==> src/rtl/cipher_stream_ctrl.sv <==
// rtl/cipher_stream_ctrl.sv - two-channel message scheduler for the LFSR-keyed XOR stream cipher
module cipher_stream_ctrl #(
    parameter logic [7:0]  SEED0   = 8'hAA,
    parameter logic [7:0]  SEED1   = 8'h5C,
    parameter int unsigned MAX_LEN = 256
) (
    input  logic        clk_i,
    input  logic        reset_n_i,
    input  logic [1:0]  req_valid_i,
    input  logic [15:0] req_data_i,
    input  logic [1:0]  req_last_i,
    output logic [1:0]  req_ready_o,
    output logic        out_valid_o,
    output logic [7:0]  out_data_o,
    output logic        out_last_o,
    output logic        out_chan_o,
    input  logic        out_ready_i,
    output logic        busy_o,
    output logic        trunc_err_o
);

    typedef enum logic [1:0] {
        S_IDLE   = 2'd0,
        S_STREAM = 2'd1,
        S_DRAIN  = 2'd2
    } state_t;

    // An all-zero seed would lock the LFSR, so it is replaced by 1.
    localparam logic [7:0]  SEED0_EFF = (SEED0 == 8'h00) ? 8'h01 : SEED0;
    localparam logic [7:0]  SEED1_EFF = (SEED1 == 8'h00) ? 8'h01 : SEED1;
    localparam logic [15:0] LAST_IDX  = 16'(MAX_LEN - 1);

    state_t      state_q, state_d;
    logic        grant_q, grant_d;
    logic        last_grant_q, last_grant_d;
    logic [7:0]  ks_q, ks_d;
    logic [15:0] cnt_q, cnt_d;
    logic        out_valid_q, out_valid_d;
    logic [7:0]  out_data_q, out_data_d;
    logic        out_last_q, out_last_d;
    logic        out_chan_q, out_chan_d;
    logic        trunc_q, trunc_d;

    logic [7:0]  req_byte;
    logic        req_v;
    logic        req_l;
    logic        out_free;
    logic        accept;
    logic        at_limit;
    logic        msg_end;
    logic        out_done;
    logic        any_req;
    logic        pick;
    logic [7:0]  ks_next;

    assign req_byte = grant_q ? req_data_i[15:8] : req_data_i[7:0];
    assign req_v    = req_valid_i[grant_q];
    assign req_l    = req_last_i[grant_q];
    assign out_free = !out_valid_q || out_ready_i;
    assign accept   = (state_q == S_STREAM) && req_v && out_free;
    assign at_limit = (cnt_q == LAST_IDX);
    assign msg_end  = req_l || at_limit;
    assign out_done = out_valid_q && out_ready_i && out_last_q;
    assign any_req  = |req_valid_i;
    assign pick     = (req_valid_i == 2'b11) ? ~last_grant_q : req_valid_i[1];
    assign ks_next  = {ks_q[6:0], ks_q[7] ^ ks_q[5] ^ ks_q[4] ^ ks_q[3]};

    always_ff @(posedge clk_i or negedge reset_n_i) begin
        if (!reset_n_i) begin
            state_q <= S_IDLE;
        end else begin
            state_q <= state_d;
        end
    end

    always_comb begin
        state_d = state_q;
        unique case (state_q)
            S_IDLE: begin
                if (any_req) begin
                    state_d = S_STREAM;
                end
            end
            S_STREAM: begin
                if (accept && msg_end) begin
                    state_d = S_DRAIN;
                end
            end
            S_DRAIN: begin
                if (out_done) begin
                    state_d = S_IDLE;
                end
            end
            default: state_d = S_IDLE;
        endcase
    end

    always_comb begin
        req_ready_o = 2'b00;
        busy_o      = (state_q != S_IDLE);
        if (state_q == S_STREAM) begin
            req_ready_o[grant_q] = out_free;
        end
    end

    // The keystream advances only on an accepted byte, so stalls never desync it.
    always_comb begin
        grant_d      = grant_q;
        last_grant_d = last_grant_q;
        ks_d         = ks_q;
        cnt_d        = cnt_q;
        if (state_q == S_IDLE && any_req) begin
            grant_d = pick;
            ks_d    = pick ? SEED1_EFF : SEED0_EFF;
            cnt_d   = 16'd0;
        end
        if (accept) begin
            ks_d  = ks_next;
            cnt_d = cnt_q + 16'd1;
        end
        if (state_q == S_DRAIN && out_done) begin
            last_grant_d = grant_q;
        end
    end

    always_comb begin
        out_valid_d = out_valid_q;
        out_data_d  = out_data_q;
        out_last_d  = out_last_q;
        out_chan_d  = out_chan_q;
        trunc_d     = 1'b0;
        if (accept) begin
            out_valid_d = 1'b1;
            out_data_d  = req_byte ^ ks_q;
            out_last_d  = msg_end;
            out_chan_d  = grant_q;
            trunc_d     = at_limit && !req_l;
        end else if (out_ready_i) begin
            out_valid_d = 1'b0;
            out_last_d  = 1'b0;
        end
    end

    always_ff @(posedge clk_i or negedge reset_n_i) begin
        if (!reset_n_i) begin
            grant_q      <= 1'b0;
            last_grant_q <= 1'b1;
            ks_q         <= SEED0_EFF;
            cnt_q        <= 16'd0;
            out_valid_q  <= 1'b0;
            out_data_q   <= 8'h00;
            out_last_q   <= 1'b0;
            out_chan_q   <= 1'b0;
            trunc_q      <= 1'b0;
        end else begin
            grant_q      <= grant_d;
            last_grant_q <= last_grant_d;
            ks_q         <= ks_d;
            cnt_q        <= cnt_d;
            out_valid_q  <= out_valid_d;
            out_data_q   <= out_data_d;
            out_last_q   <= out_last_d;
            out_chan_q   <= out_chan_d;
            trunc_q      <= trunc_d;
        end
    end

    assign out_valid_o = out_valid_q;
    assign out_data_o  = out_data_q;
    assign out_last_o  = out_last_q;
    assign out_chan_o  = out_chan_q;
    assign trunc_err_o = trunc_q;

endmodule

==> config.mk <==
export PLATFORM = sky130hd
export DESIGN_NAME = cipher_stream_ctrl
export DESIGN_NICKNAME = d
export VERILOG_FILES = /design/src/rtl/cipher_stream_ctrl.sv
export SDC_FILE = /design/constraint.sdc
export NUM_CORES = 1
export LEC_CHECK = 0
export CAP_MARGIN = 20
export CORE_MARGIN = 1
export CORE_UTILIZATION = 65
export CTS_CLUSTER_SIZE = 40
export DETAILED_ROUTE_END_ITERATION = 8
export DONT_BUFFER_PORTS = 1
export PLACE_DENSITY_LB_ADDON = 0.08
export SYNTH_ARGS = -nofsm -noshare
export SYNTH_HDL_FRONTEND = slang
export SYNTH_SLANG_ARGS = --single-unit
==> constraint.sdc <==
create_clock -name clk_i -period 3.06 [get_ports clk_i]
set_input_delay 0.612 -clock clk_i [delete_from_list [all_inputs] [get_ports clk_i]]
set_output_delay 0.612 -clock clk_i [all_outputs]
set_load 0.005 [all_outputs]
# Word level (Yosys, flattened, before mapping)
# Index checks and enable logic that the tools add are counted.
word_totals:
  reg_bits: 40
  word_cells: 67
  inputBits: 23
  output_inout_bits: 15
classes:
  muxes: 22
  bitwise: 6
  add_sub_neg: 1
  reduce_logical: 19
  n_eq_ne: 7
  magnitude_cmp: 2
op_table:
  columns: ["cell", "n"]
  rows:
  - ["16-bit two-way mux", 2]
  - ["8-bit two-way mux", 4]
  - ["16-bit by 1-bit adder with 16-bit output (second input constant)", 1]
  - ["16-bit by 8-bit == test with 1-bit output (second input constant)", 1]
  - ["1-bit two-way mux", 10]
  - ["1-bit logical AND", 9]
  - ["2-bit two-way mux", 4]
  - ["8-bit bitwise XOR", 1]
  - ["2-bit inequality test (second input constant)", 3]
  - ["2-bit case mux with 3 select lines", 1]
  - ["2-bit nonzero test", 3]
  - ["2-bit == test (second input constant)", 2]
  - ["3-bit AND reduction", 1]
  - ["1-bit bitwise XOR", 3]
  - ["2-bit AND", 1]
  - ["2-bit by 1-bit == test with 1-bit output (second input constant)", 1]
  - ["1-bit logical NOT", 2]
  - ["2-bit logical NOT", 1]
  - ["1-bit logical OR", 2]
  - ["1-bit by 2-bit less-than comparator with 1-bit output (second input constant)", 1]
  - ["2-bit OR reduction", 1]
  - ["1-bit demux with 1-bit select", 1]
  - ["1-bit greater-or-equal comparator (second input constant)", 1]
  - ["1-bit NOT", 1]

# Longest topological paths before layout
# Gate-level depths: netlist of the first run.
logic_depth:
  depth_word: 7
  mapped_depth: 7
  depth_no_buf: 5

# Worst setup path after synthesis of the first run
# Ideal clock, no wire load.
synth_path:
  path_kind: "input -> register"
  from: "in out_ready_i"
  to: "reg cnt_q[7]"
  arrival_time_ns: 1.744
  required_time_ns: 2.922
  slack_ns: 1.178
  setup_ns: 0.138
  n_path_buf: 2
  stages: 6
  cell_sequence: "nor2b_1 -> clkbuf_1 -> or3_1 -> buf_2 -> o311ai_1 -> o41ai_2"
synth_via:
  elab_chain_len: 3
  elab_cells_between_ends: 4
  cone_classes: "1 x mux; 3 x reduce/logical"
synth_rtl:
  columns: ["element", "line_no", "text"]
  rows:
  - ["start, declared", "17", "input logic out_ready_i,"]
  - ["1-bit logical OR *", "59", "assign out_free = !out_valid_q || out_ready_i;"]
  - ["1-bit logical AND *", "60", "assign accept = (state_q == S_STREAM) && req_v && out_free;"]
  - ["16-bit two-way mux / 2-bit nonzero test (equally long branches)", null, null]
  - ["end signal, assigned", "159", "cnt_q <= cnt_d;"]
  - ["end, declared", "37", "logic [15:0] cnt_q, cnt_d;"]
# Every way passes the cells marked *; elsewhere a longest branch is shown, timed or not.
# A chain may end at the register's enable or synchronous reset.

# Worst setup path in the final report of the first run
layout_path:
  from: "reg state_q[1]"
  to: "reg cnt_q[8]"
layout_via:
  elab_chain_len: 4
  elab_cells_between_ends: 7
  cone_classes: "1 x eq/ne; 1 x mux; 5 x reduce/logical"
layout_rtl:
  columns: ["element", "line_no", "text"]
  rows:
  - ["start, declared", "33", "state_t state_q, state_d;"]
  - ["start signal, assigned", "72", "state_q <= state_d;"]
  - ["2-bit by 1-bit == test with 1-bit output", "60", null]
  - ["1-bit logical AND (2 in series)", "60", null]
  - ["16-bit two-way mux / 2-bit nonzero test (equally long branches)", null, null]
# Parallel ways exist; a longest one is shown, timed or not.

==> reports/qor.yml, run 1 <==
detailed_routing:
  wl_per_cell_um: 16.4
  drt-initial-drc-count: 80
  routed.top_layer: "met4"
  wl_met3_um: 267
  routed_wl_um: 4150
  vias: 1595
  wl_met1_um: 1850
  via_per_inst: 6.30
  dr.pass1.iters: 6
  wl_met2_um: 1980
  route.detailed.drc: 4
  drtAntennaViolNets: 0
global_route:
  antenna_found_initial: 0
  grt_pass1_wl_um: 6780
  gr-total-overflow: 0
  grt_pass1_vias: 1449
  grtUsageTotal_pct: 27.4
  grt_max_degree: 36
timing:
  maxSlewViolCount: 0
  fin_crit_ns: 2.27
  hold_violations: 0
  finalSetupViolCount: 0
  fin_skew_ns: 0.00856
  grt_setup_unrepaired: "false"
  setup_ws_ns: 0.792
  max_freq_mhz: 441
  setup_tns_ns: 0
  period_share_pct: 74.1
  max_slew.worst_pin.slew_ns: 0.741
  relSlewSlack_pct: 50.2
power_and_ir_drop:
  pwr-share-comb_pct: 40.0
  power_mw: 1.93
  p_seq_share_pct: 45.3
  p_int_mw: 1.14
  ir_drop_mv: 0.598
  power.density_nw_per_um2: 894
  swShare_pct: 41.1
  clockPowerShare_pct: 14.7
  p_switching_uw: 792
  p_leak_nw: 0.998
cts:
  cts_tree: "yes"
  post_cts_resized: 0
  postCtsSetupBuffers: 0
  h-tree-depth: 2
  root_buffer: "clkbuf_4"
  cts_buffers: 5
  clk_pin_slew_worst_paths_ns: 0.12
  insertion_delay_ns: 0.35
  cts_max_path_buffers: 2
  numClockSinks: 40
critical_path:
  cp.depth: 5
  cp_slowest_cell: "or3_1"
  r2r_start: "state_q[1]$_DFFE_PN0P_"
  crit_family: "simple AND/OR/NAND/NOR gates"
  regToRegEndpoint: "cnt_q[8]$_DFFE_PN0P_"
  cp_data_arrival_time_ns: 2.55
  reg2reg_depth: 5
  crit_chain: "nand2b_1, or3_1, buf_4, or3_1, a21oi_1"
  worst_setup_path_start_kind: "register"
  cp_num_buf_inv: 1
  critPathMaxFanout: 20
  critPathMaxStageDelay_ns: 0.69
  rrSetupSlack_ns: 0.79
  crit_type: "register to register"
  crit_top_cell: "or3_1"
  crit_path_end_kind: "register"
  worstPathRequired_ns: 3.34
flow_run:
  maxCapViolCount: 0
worst_hold_path:
  hold_path.class: "input pin to async pin"
layout:
  n_antenna_cell: 0
  mostFrequentLayoutCell: "dfrtp_1"
  final.fill_count: 212
  drive_gt1_share_pct: 10.9
  seqCellArea_um2: 1010
  area_growth_pct: 5.64
  layout.cells.non_filler: 253
  nets: 234
  multiInputGateArea_um2: 970
  mostFrequentLayoutCells: "dfrtp_1 (35), nand2_1 (30), o21ai_0 (25)"
logic_synthesis:
  synth_seq_cells: 40
  yosysTopAreaCell: "dfrtp_1"
  yosysTopAreaCellShare_pct: 42.9
  yosys_warnings: 0
  yosys.cell_types.count: 39
  syn_avg_cell_area_um2: 9.77
  netlist_area_um2: 2040
  yosysSeqAreaShare_pct: 49.3
  netlist_top_cells_area: "dfrtp_1 (43%), mux2i_1 (6.9%), dfstp_2 (6.4%)"
  synth_cells: 209
  synth_nets: 233
die:
  die_y_um: 58.1
  num_rows: 19
  fp.dieW_um: 58.1
  core_um2: 2880
  initial_utilization_pct: 71.0
  die_area_um2: 3370
  ios: 38
place:
  pre_cts_slack_ns: 0.787
  place_congestion: 0.828
  dp_hpwl_um: 2800
  numPlacedInstances: 244
  portBuffers: 0
run_status:
  violations: "DRC"
  status: "complete, but fails checks"
cell families (layout without fill, tap and decap cells):
| logic type | count (synthesis) | count (layout) | synth area share (%) |
|---|---|---|---|
| AND/OR/NAND/NOR | 81 | 81 | 19.9 |
| AO/OA/AOI/OAI | 45 | 45 | 14.2 |
| flip-flops | 40 | 40 | 49.3 |
| multiplexers | 16 | 16 | 8.09 |
| buffers and inverters | 15 | 17 | 3.19 |
| XOR/XNOR | 11 | 11 | 4.72 |
| adder cells (fa/ha/maj) | 1 | 1 | 0.613 |
flip-flops by register name, indices dropped and copies added (netlist names):
register / cells
out_data_o: 8
ks_q: 8
state_q: 2
last_grant_q: 1
cnt_q: 16
out_valid_o: 1
grant_q: 1
out_last_o: 1
trunc_err_o: 1
out_chan_o: 1
power by group through the flow:
stage                     Sequential, mW  Clock (mW)  Combinational [mW]
after CTS                          0.873       0.291               0.771
final                              0.874       0.284               0.771
after detailed placement           0.884           0               0.755
after global placement             0.879           0               0.712
after global routing               0.899       0.309               0.865
after floorplan                    0.838           0               0.628
how the worst max path moves through the flow:
| stage | from | to |
|---|---|---|
| 2_1_floorplan | out_ready_i | cnt_q[7]$_DFFE_PN0P_ |
| 3_3_place_gp | out_ready_i | cnt_q[8]$_DFFE_PN0P_ |
| 3_5_place_dp | out_ready_i | cnt_q[8]$_DFFE_PN0P_ |
| 4_1_cts | state_q[1]$_DFFE_PN0P_ | cnt_q[8]$_DFFE_PN0P_ |
| 5_1_grt | state_q[1]$_DFFE_PN0P_ | cnt_q[8]$_DFFE_PN0P_ |
| 6_report | state_q[1]$_DFFE_PN0P_ | cnt_q[8]$_DFFE_PN0P_ |
through the flow:
step | utilization [%] | hold WS [ns] | area [µm²]
after detailed placement | 72.1 | 0.317 | 2070
after floorplan | - | 0.316 | 2040
after global routing | 75.0 | 0.0679 | 2160
final | 75.0 | 0.0704 | 2160
after global placement | 72.1 | 0.317 | 2070
after CTS | 75.0 | 0.0685 | 2160
cells in the mapped netlist:
library cell  instances
nand4_1               5
nor3_2                1
buf_2                 4
xor2_1                8
a21oi_1               1
and4_1                2
inv_1                 4
o32ai_2               1
nor4_1                2
nor3_1                2
a211o_1               1
mux2i_2               1
nand2_1              30
a21o_1                4
nor2_1                7
mux2_2                1
clkbuf_1              6
a41oi_1               1
nor2b_1               2
a31oi_1               6
o21ai_0              25
a22o_1                2
nand3_1              15
or3_1                 2
ha_1                  1
o211ai_1              1
buf_4                 1
nor3b_1               2
mux2i_1              14
or4_1                 2
nand2b_1              3
or2_2                 1
dfstp_2               5
and3_1                5
o311ai_1              1
xnor2_1               3
dfrtp_1              35
o41ai_2               1
o21bai_1              1
layout make-up:
class | instances | area share [%]
clock inverters | 1 | 0.348
inverters | 4 | 0.696
clock buffers | 7 | 2.55
multi-input cells | 154 | 45.0
repair buffers | 5 | 2.32
well taps | 42 | 2.44
flip-flops and latches | 40 | 46.7
metal layers:
layer / track usage, % / vias to the layer above
li1: - / 752
met1: 38.7 / 772
met2: 41.2 / 66
met3: 5.36 / 5
met4: 12.2 / 0
met5: 0 / -
repair_timing:
| item | 4_1_cts | 5_1_grt |
|---|---|---|
| hold buffers | 1 | 0 |
| setup endpoints to repair | 0 | 0 |
| hold endpoints to repair | 35 | 0 |
No activity file was read; power rests on OpenSTA's default activity.
==> inputs of run 2 (changes only) <==
Settings changed: CORE_UTILIZATION 65 to 62.
Clock period 3.06 ns to 2.3 ns, I/O delays scaled along.
==> run 2 against run 1 <==
The run now ends clean. Worst hold slack gained 0.22 ns. First-iteration DRC count shrank 1.3%. Die area grew 4.7%. Design area grew 4.3%. Power grew 49%. Setup slack lost 0.51 ns.
==> reports/qor.yml, run 2 (same netlist as run 1, synthesis figures left out) <==
run_status:
  status: "complete, no violations"
global_route:
  antenna_found_initial: 0  # unchanged
  grt_pass1_wl_um: 6750  # -0.40%
  grt_pass1_vias: 1505  # +3.9%
  grtUsageTotal_pct: 26.0  # -1.3 points
  gr-total-overflow: 0  # unchanged
  grt_max_degree: 41  # +14%
detailed_routing:
  drtAntennaViolNets: 0  # unchanged
  dr.pass1.iters: 4  # -2
  route.detailed.drc: 0  # -4
  via_per_inst: 6.16  # -2.3%
  vias: 1589  # -0.38%
  wl_per_cell_um: 15.9  # -3.0%
  drt-initial-drc-count: 79  # -1.3%
  routed_wl_um: 4110  # -1.1%
die:
  num_rows: 20  # +1
  core_um2: 3080  # +7.0%
  fp.dieW_um: 59.4  # +2.3%
  die_area_um2: 3530  # +4.7%
  ios: 38  # unchanged
  die_y_um: 59.4  # +2.3%
  initial_utilization_pct: 66.3  # -4.6 points
cts:
  h-tree-depth: 2  # unchanged
  clk_pin_slew_worst_paths_ns: 0.13  # about the same
  root_buffer: "clkbuf_4"
  insertion_delay_ns: 0.35  # about the same
  cts_buffers: 5  # unchanged
  numClockSinks: 40  # unchanged
  postCtsSetupBuffers: 0  # unchanged
  cts_max_path_buffers: 2  # unchanged
  cts_tree: "yes"
power_and_ir_drop:
  pwr-share-comb_pct: 36.1  # -3.9 points
  swShare_pct: 36.8  # -4.2 points
  clockPowerShare_pct: 23.9  # +9.2 points
  p_seq_share_pct: 40.0  # -5.3 points
  p_int_mw: 1.82  # +60%
  power_mw: 2.88  # +49%
  ir_drop_mv: 0.620  # +3.7%
  p_switching_mw: 1.06  # +34%
  power.density_nw_per_um2: 1280  # +43%
  p_leak_nw: 1.05  # +4.9%
critical_path:
  critPathMaxFanout: 23  # +15%
  worst_setup_path_start_kind: "register"
  crit_path_end_kind: "register"
  crit_type: "register to register"
  cp_data_arrival_time_ns: 2.32  # -0.23 ns
  worstPathRequired_ns: 2.61  # -0.73 ns
timing:
  fin_skew_ns: 0.00930  # +0.000731 ns
  setup_tns_ns: 0  # unchanged
  finalSetupViolCount: 0  # unchanged
  setup_ws_ns: 0.285  # -0.507 ns
  fin_crit_ns: 2.02  # -0.253 ns
  grt_setup_unrepaired: "false"
  max_slew.worst_pin.slew_ns: 0.535  # -0.206 ns
  max_freq_mhz: 496  # +13%
  period_share_pct: 87.6  # +13 points
  maxSlewViolCount: 0  # unchanged
  hold_violations: 0  # unchanged
  relSlewSlack_pct: 64.0  # +14 points
layout:
  nets: 237  # +1.3%
  regMostFlops: "cnt_q"
  seqCellArea_um2: 1010  # unchanged
  n_antenna_cell: 0  # unchanged
  utilization_pct: 73.1  # -1.9 points
  final.fill_count: 239  # +13%
  area_growth_pct: 10.2
  fin_area_um2: 2250  # +4.3%
  mostFrequentLayoutCell: "dfrtp_1"
  drive_gt1_share_pct: 12.1  # +1.2 points
  mostFrequentLayoutCells: "dfrtp_1 (35), nand2_1 (30), o21ai_0 (25)"
  multiInputGateArea_um2: 970  # unchanged
  largest_reg_flops: 16  # unchanged
place:
  dp_hpwl_um: 2750  # -1.8%
  dpl_cell_area_um2: 2090  # +0.84%
  place_congestion: 0.873  # +5.4%
  portBuffers: 0  # unchanged
  pre_cts_slack_ns: 0.312  # -0.475 ns
flow_run:
  maxCapViolCount: 0  # unchanged
worst_hold_path:
  hold_path.class: "input pin to register"
==> run 2: cell count changes in the layout (fill, tap and decap cells not counted), sizes merged <==
cell | before | now
bufinv | 0 | 3
dlygate4sd3 | 0 | 1
buf | 5 | 7
clkbuf | 7 | 5
clkinvlp | 1 | 0
==> run 2: what timing repair did <==
action	in CTS	in global routing
hold buffers	2	0
endpoints found under the hold margin	40	0
resized for setup	0	0
==> run 2: area by class of cell <==
| type | count | share of cell area [%] |
|---|---|---|
| Timing Repair Buffer | 8 | 3.34 |
| Clock inverter | 3 | 4.00 |
| Sequential cell | 40 | 44.8 |
| Tap cell | 44 | 2.45 |
| Multi-Input combinational cell | 154 | 43.1 |
| Clock buffer | 5 | 1.67 |
| Inverter | 4 | 0.667 |
==> run 2: worst paths after layout <==
check                                   startpoint                       end  cells past startpoint  slack, ns
min in group asynchronous                reset_n_i       ks_q[4]$_DFFE_PN0P_                      2       0.56
setup reg to reg           out_valid_o$_DFFE_PN0P_       ks_q[3]$_DFFE_PN1P_                      5       0.28
hold / removal                         out_ready_i    out_last_o$_DFFE_PN0P_                      2       0.29
max in group asynchronous                reset_n_i  last_grant_q$_DFFE_PN1P_                      2       1.49
hold reg to reg              cnt_q[15]$_DFFE_PN0P_     cnt_q[15]$_DFFE_PN0P_                      1       0.49
setup / recovery           out_valid_o$_DFFE_PN0P_       ks_q[3]$_DFFE_PN1P_                      5       0.28
==> run 2: worst max-delay path: stages, from the launching register on <==
cell and delay [ns]:
dfrtp_1 0.41, nor2b_1 0.48, or3_1 0.53, buf_4 0.33, o21ai_0 0.13, nand2_1 0.10
==> run 2: per-stage QoR <==
stage | hold slack [ns] | instances
4_1_cts | 0.285 | 258
6_report | 0.290 | 258
2_1_floorplan | 0.164 | 209
3_5_place_dp | 0.165 | 248
5_1_grt | 0.279 | 258
3_3_place_gp | 0.165 | 248
==> run 2: per-layer routing <==
layer | part of all wire, % | GRT usage [%] | wire, µm
met5 | 0 | 0 | 0
met2 | 49 | 42.1 | 2020
met1 | 44 | 33.2 | 1790
met3 | 5.2 | 6.11 | 212
met4 | 1.9 | 11.6 | 76
==> run 2: power by group through the flow <==
stage | clock (mW) | combinational [mW] | sequential (mW)
finish | 0.688 | 1.04 | 1.15
global route | 0.722 | 1.17 | 1.19
CTS | 0.697 | 1.04 | 1.16
detailed placement | 0 | 1.01 | 1.17
global placement | 0 | 0.959 | 1.16
floorplan | 0 | 0.836 | 1.11
==> inputs of run 3 (changes only) <==
Settings changed: CORE_UTILIZATION 62 to 43.
==> run 3 against run 2 <==
The flow now finishes with violations (DRC). Register-to-register slack hardly changed. Clock power is 1% lower. Non-clock buffer count stayed put. Core utilization is 22 points lower. Wire length is 8.7% higher. Worst hold slack better by 0.064 ns. Sequential cell count stayed put. Clock-buffer cell count is 1 higher. Power is 0.24% higher. Combinational power hardly changed. Via count is 1.5% lower. Largest cell class unchanged. Largest power group unchanged. Highest routed layer unchanged.
==> reports/qor.yml, run 3 (same netlist as run 1, synthesis figures left out) <==
critical_path:
  cp_num_buf_inv: 1  # unchanged
  crit_chain: "nor2b_1, or3_1, buf_4, o21ai_0, a22o_1"
  cp.depth: 5  # unchanged
  critPathMaxStageDelay_ns: 0.49  # -0.04 ns
  cp_data_arrival_time_ns: 2.18  # -0.14 ns
  critPathMaxFanout: 14  # -39%
  worst_setup_path_start_kind: "register"
  crit_type: "register to register"
  crit_path_start: "out_valid_o$_DFFE_PN0P_"
  reg2reg_depth: 5  # unchanged
  r2r_start: "out_valid_o$_DFFE_PN0P_"
  cp_slowest_cell: "nor2b_1"
  crit_family: "simple AND/OR/NAND/NOR gates"
  worstPathRequired_ns: 2.48  # -0.13 ns
  crit_path_end_kind: "register"
timing:
  finalSetupViolCount: 0  # unchanged
  max_slew.worst_pin.slew_ns: 0.678  # +0.143 ns
  timing.hold.ws_ns: 0.354  # +0.0641 ns
  grt_setup_unrepaired: "false"
  hold_violations: 0  # unchanged
  fin_skew_ns: 0.0106  # +0.00134 ns
  relSlewSlack_pct: 54.4  # -9.6 points
  setup_tns_ns: 0  # unchanged
  period_share_pct: 87.2  # -0.44 points
  max_freq_mhz: 499  # +0.51%
  fin_crit_ns: 2.00  # -0.0102 ns
  maxSlewViolCount: 0  # unchanged
detailed_routing:
  routed_wl_um: 4460  # +8.7%
  dr.pass1.iters: 8  # +4
  route.detailed.drc: 4  # +4
  vias: 1565  # -1.5%
  wl_per_cell_um: 16.8  # +5.5%
  drt-initial-drc-count: 128  # +62%
  via_per_inst: 5.88  # -4.5%
  drtAntennaViolNets: 0  # unchanged
worst_hold_path:
  hold_path.class: "input pin to register"
  holdPathStages: 2  # unchanged
  holdCritStartpoint: "out_ready_i"
place:
  dp_hpwl_um: 3030  # +10%
  place_congestion: 0.824  # -5.6%
  portBuffers: 0  # unchanged
  dpl_cell_area_um2: 2100  # +0.48%
power_and_ir_drop:
  power.density_nw_per_um2: 1280  # -0.43%
  ir_drop_mv: 0.643  # +3.6%
  p_leak_nw: 1.05  # about the same
  power_mw: 2.89  # +0.24%
cts:
  hold_buffers: 2  # unchanged
  root_buffer: "clkbuf_8"
  postCtsSetupBuffers: 0  # unchanged
  cts_buffers: 5  # unchanged
  post_cts_resized: 0  # unchanged
  numClockSinks: 40  # unchanged
  insertion_delay_ns: 0.30  # -0.05 ns
  h-tree-depth: 2  # unchanged
  cts_max_path_buffers: 2  # unchanged
  clk_pin_slew_worst_paths_ns: 0.08  # -0.05 ns
  cts_tree: "yes"
flow_run:
  maxCapViolCount: 0  # unchanged
global_route:
  gr-total-overflow: 0  # unchanged
  grt_pass1_wl_um: 7460  # +11%
  grt_pass1_vias: 1544  # +2.6%
  grt_max_degree: 41  # unchanged
  antenna_found_initial: 0  # unchanged
  grtUsageTotal_pct: 19.5  # -6.6 points
layout:
  fin_area_um2: 2260  # +0.67%
  final.fill_count: 419  # +75%
  nets: 237  # unchanged
  largest_reg_flops: 16  # unchanged
  n_antenna_cell: 0  # unchanged
  mostFrequentLayoutCells: "dfrtp_1 (35), nand2_1 (30), o21ai_0 (25)"
  drive_gt1_share_pct: 11.7  # -0.47 points
  mostFrequentLayoutCell: "dfrtp_1"
  area_growth_pct: 10.9
  regMostFlops: "cnt_q"
die:
  fp.dieW_um: 70.9  # +19%
  ios: 38  # unchanged
  core_um2: 4440  # +44%
  num_rows: 24  # +20%
  initial_utilization_pct: 45.9  # -20 points
  die_area_um2: 5030  # +43%
  die_y_um: 70.9  # +19%
run_status:
  violations: "DRC"
  status: "complete, but fails checks"
run 3: changes by cell type in the layout (fill, tap and decap cells not counted):
| cell | before | now |
|---|---|---|
| clkbuf_8 | 0 | 5 |
| clkbuf_1 | 0 | 1 |
| bufinv_16 | 3 | 2 |
| clkbuf_4 | 5 | 0 |
run 3: stage by stage:
step                      instances  setup slack [ns]  util, %
after floorplan                 209             0.541        -
after global placement          256             0.402     47.3
after detailed placement        256             0.298     47.3
after CTS                       266             0.283     51.0
after global routing            266             0.152     51.0
final                           266             0.295     51.0
run 3: path summary, 6_finish.rpt:
path / endpoint / slack (ns)
max in group asynchronous: ks_q[5]$_DFFE_PN1P_ / 1.42
max: cnt_q[4]$_DFFE_PN0P_ / 0.30
min in group asynchronous: out_last_o$_DFFE_PN0P_ / 0.62
min reg2reg: cnt_q[15]$_DFFE_PN0P_ / 0.49
max reg2reg: cnt_q[4]$_DFFE_PN0P_ / 0.30
min: out_last_o$_DFFE_PN0P_ / 0.35
run 3: area by class of cell:
class                   instances  area [µm²]  share of cell area (%)
flip-flops and latches         40        1010                    44.5
multi-input cells             154         970                    42.8
repair buffers                  8        75.1                    3.31
clock buffers                   6        72.6                    3.20
well taps                      52        65.1                    2.87
clock inverters                 2        60.1                    2.65
inverters                       4        15.0                   0.663
run 3: layer usage:
| metal | GRT usage, % | up-vias | routed length [µm] |
|---|---|---|---|
| met2 | 32.4 | 40 | 2150 |
| li1 | - | 755 | - |
| met1 | 24.4 | 764 | 2030 |
| met4 | 6.67 | 0 | 58 |
| met3 | 5.70 | 6 | 224 |
| met5 | 0 | - | 0 |
run 3: worst reg2reg max path, delay by kind of cell, from the launching register on:
| family | cells | cell delay [ns] |
|---|---|---|
| AND/OR/NAND/NOR | 2 | 0.84 |
| flip-flops | 1 | 0.40 |
| AO/OA/AOI/OAI | 2 | 0.42 |
| buffers and inverters | 1 | 0.23 |
run 3: where the power goes:
part           internal, mW  switching, mW  total [mW]
logic                 0.416          0.635        1.05
registers             0.960          0.198        1.16
clock network         0.434          0.246       0.680
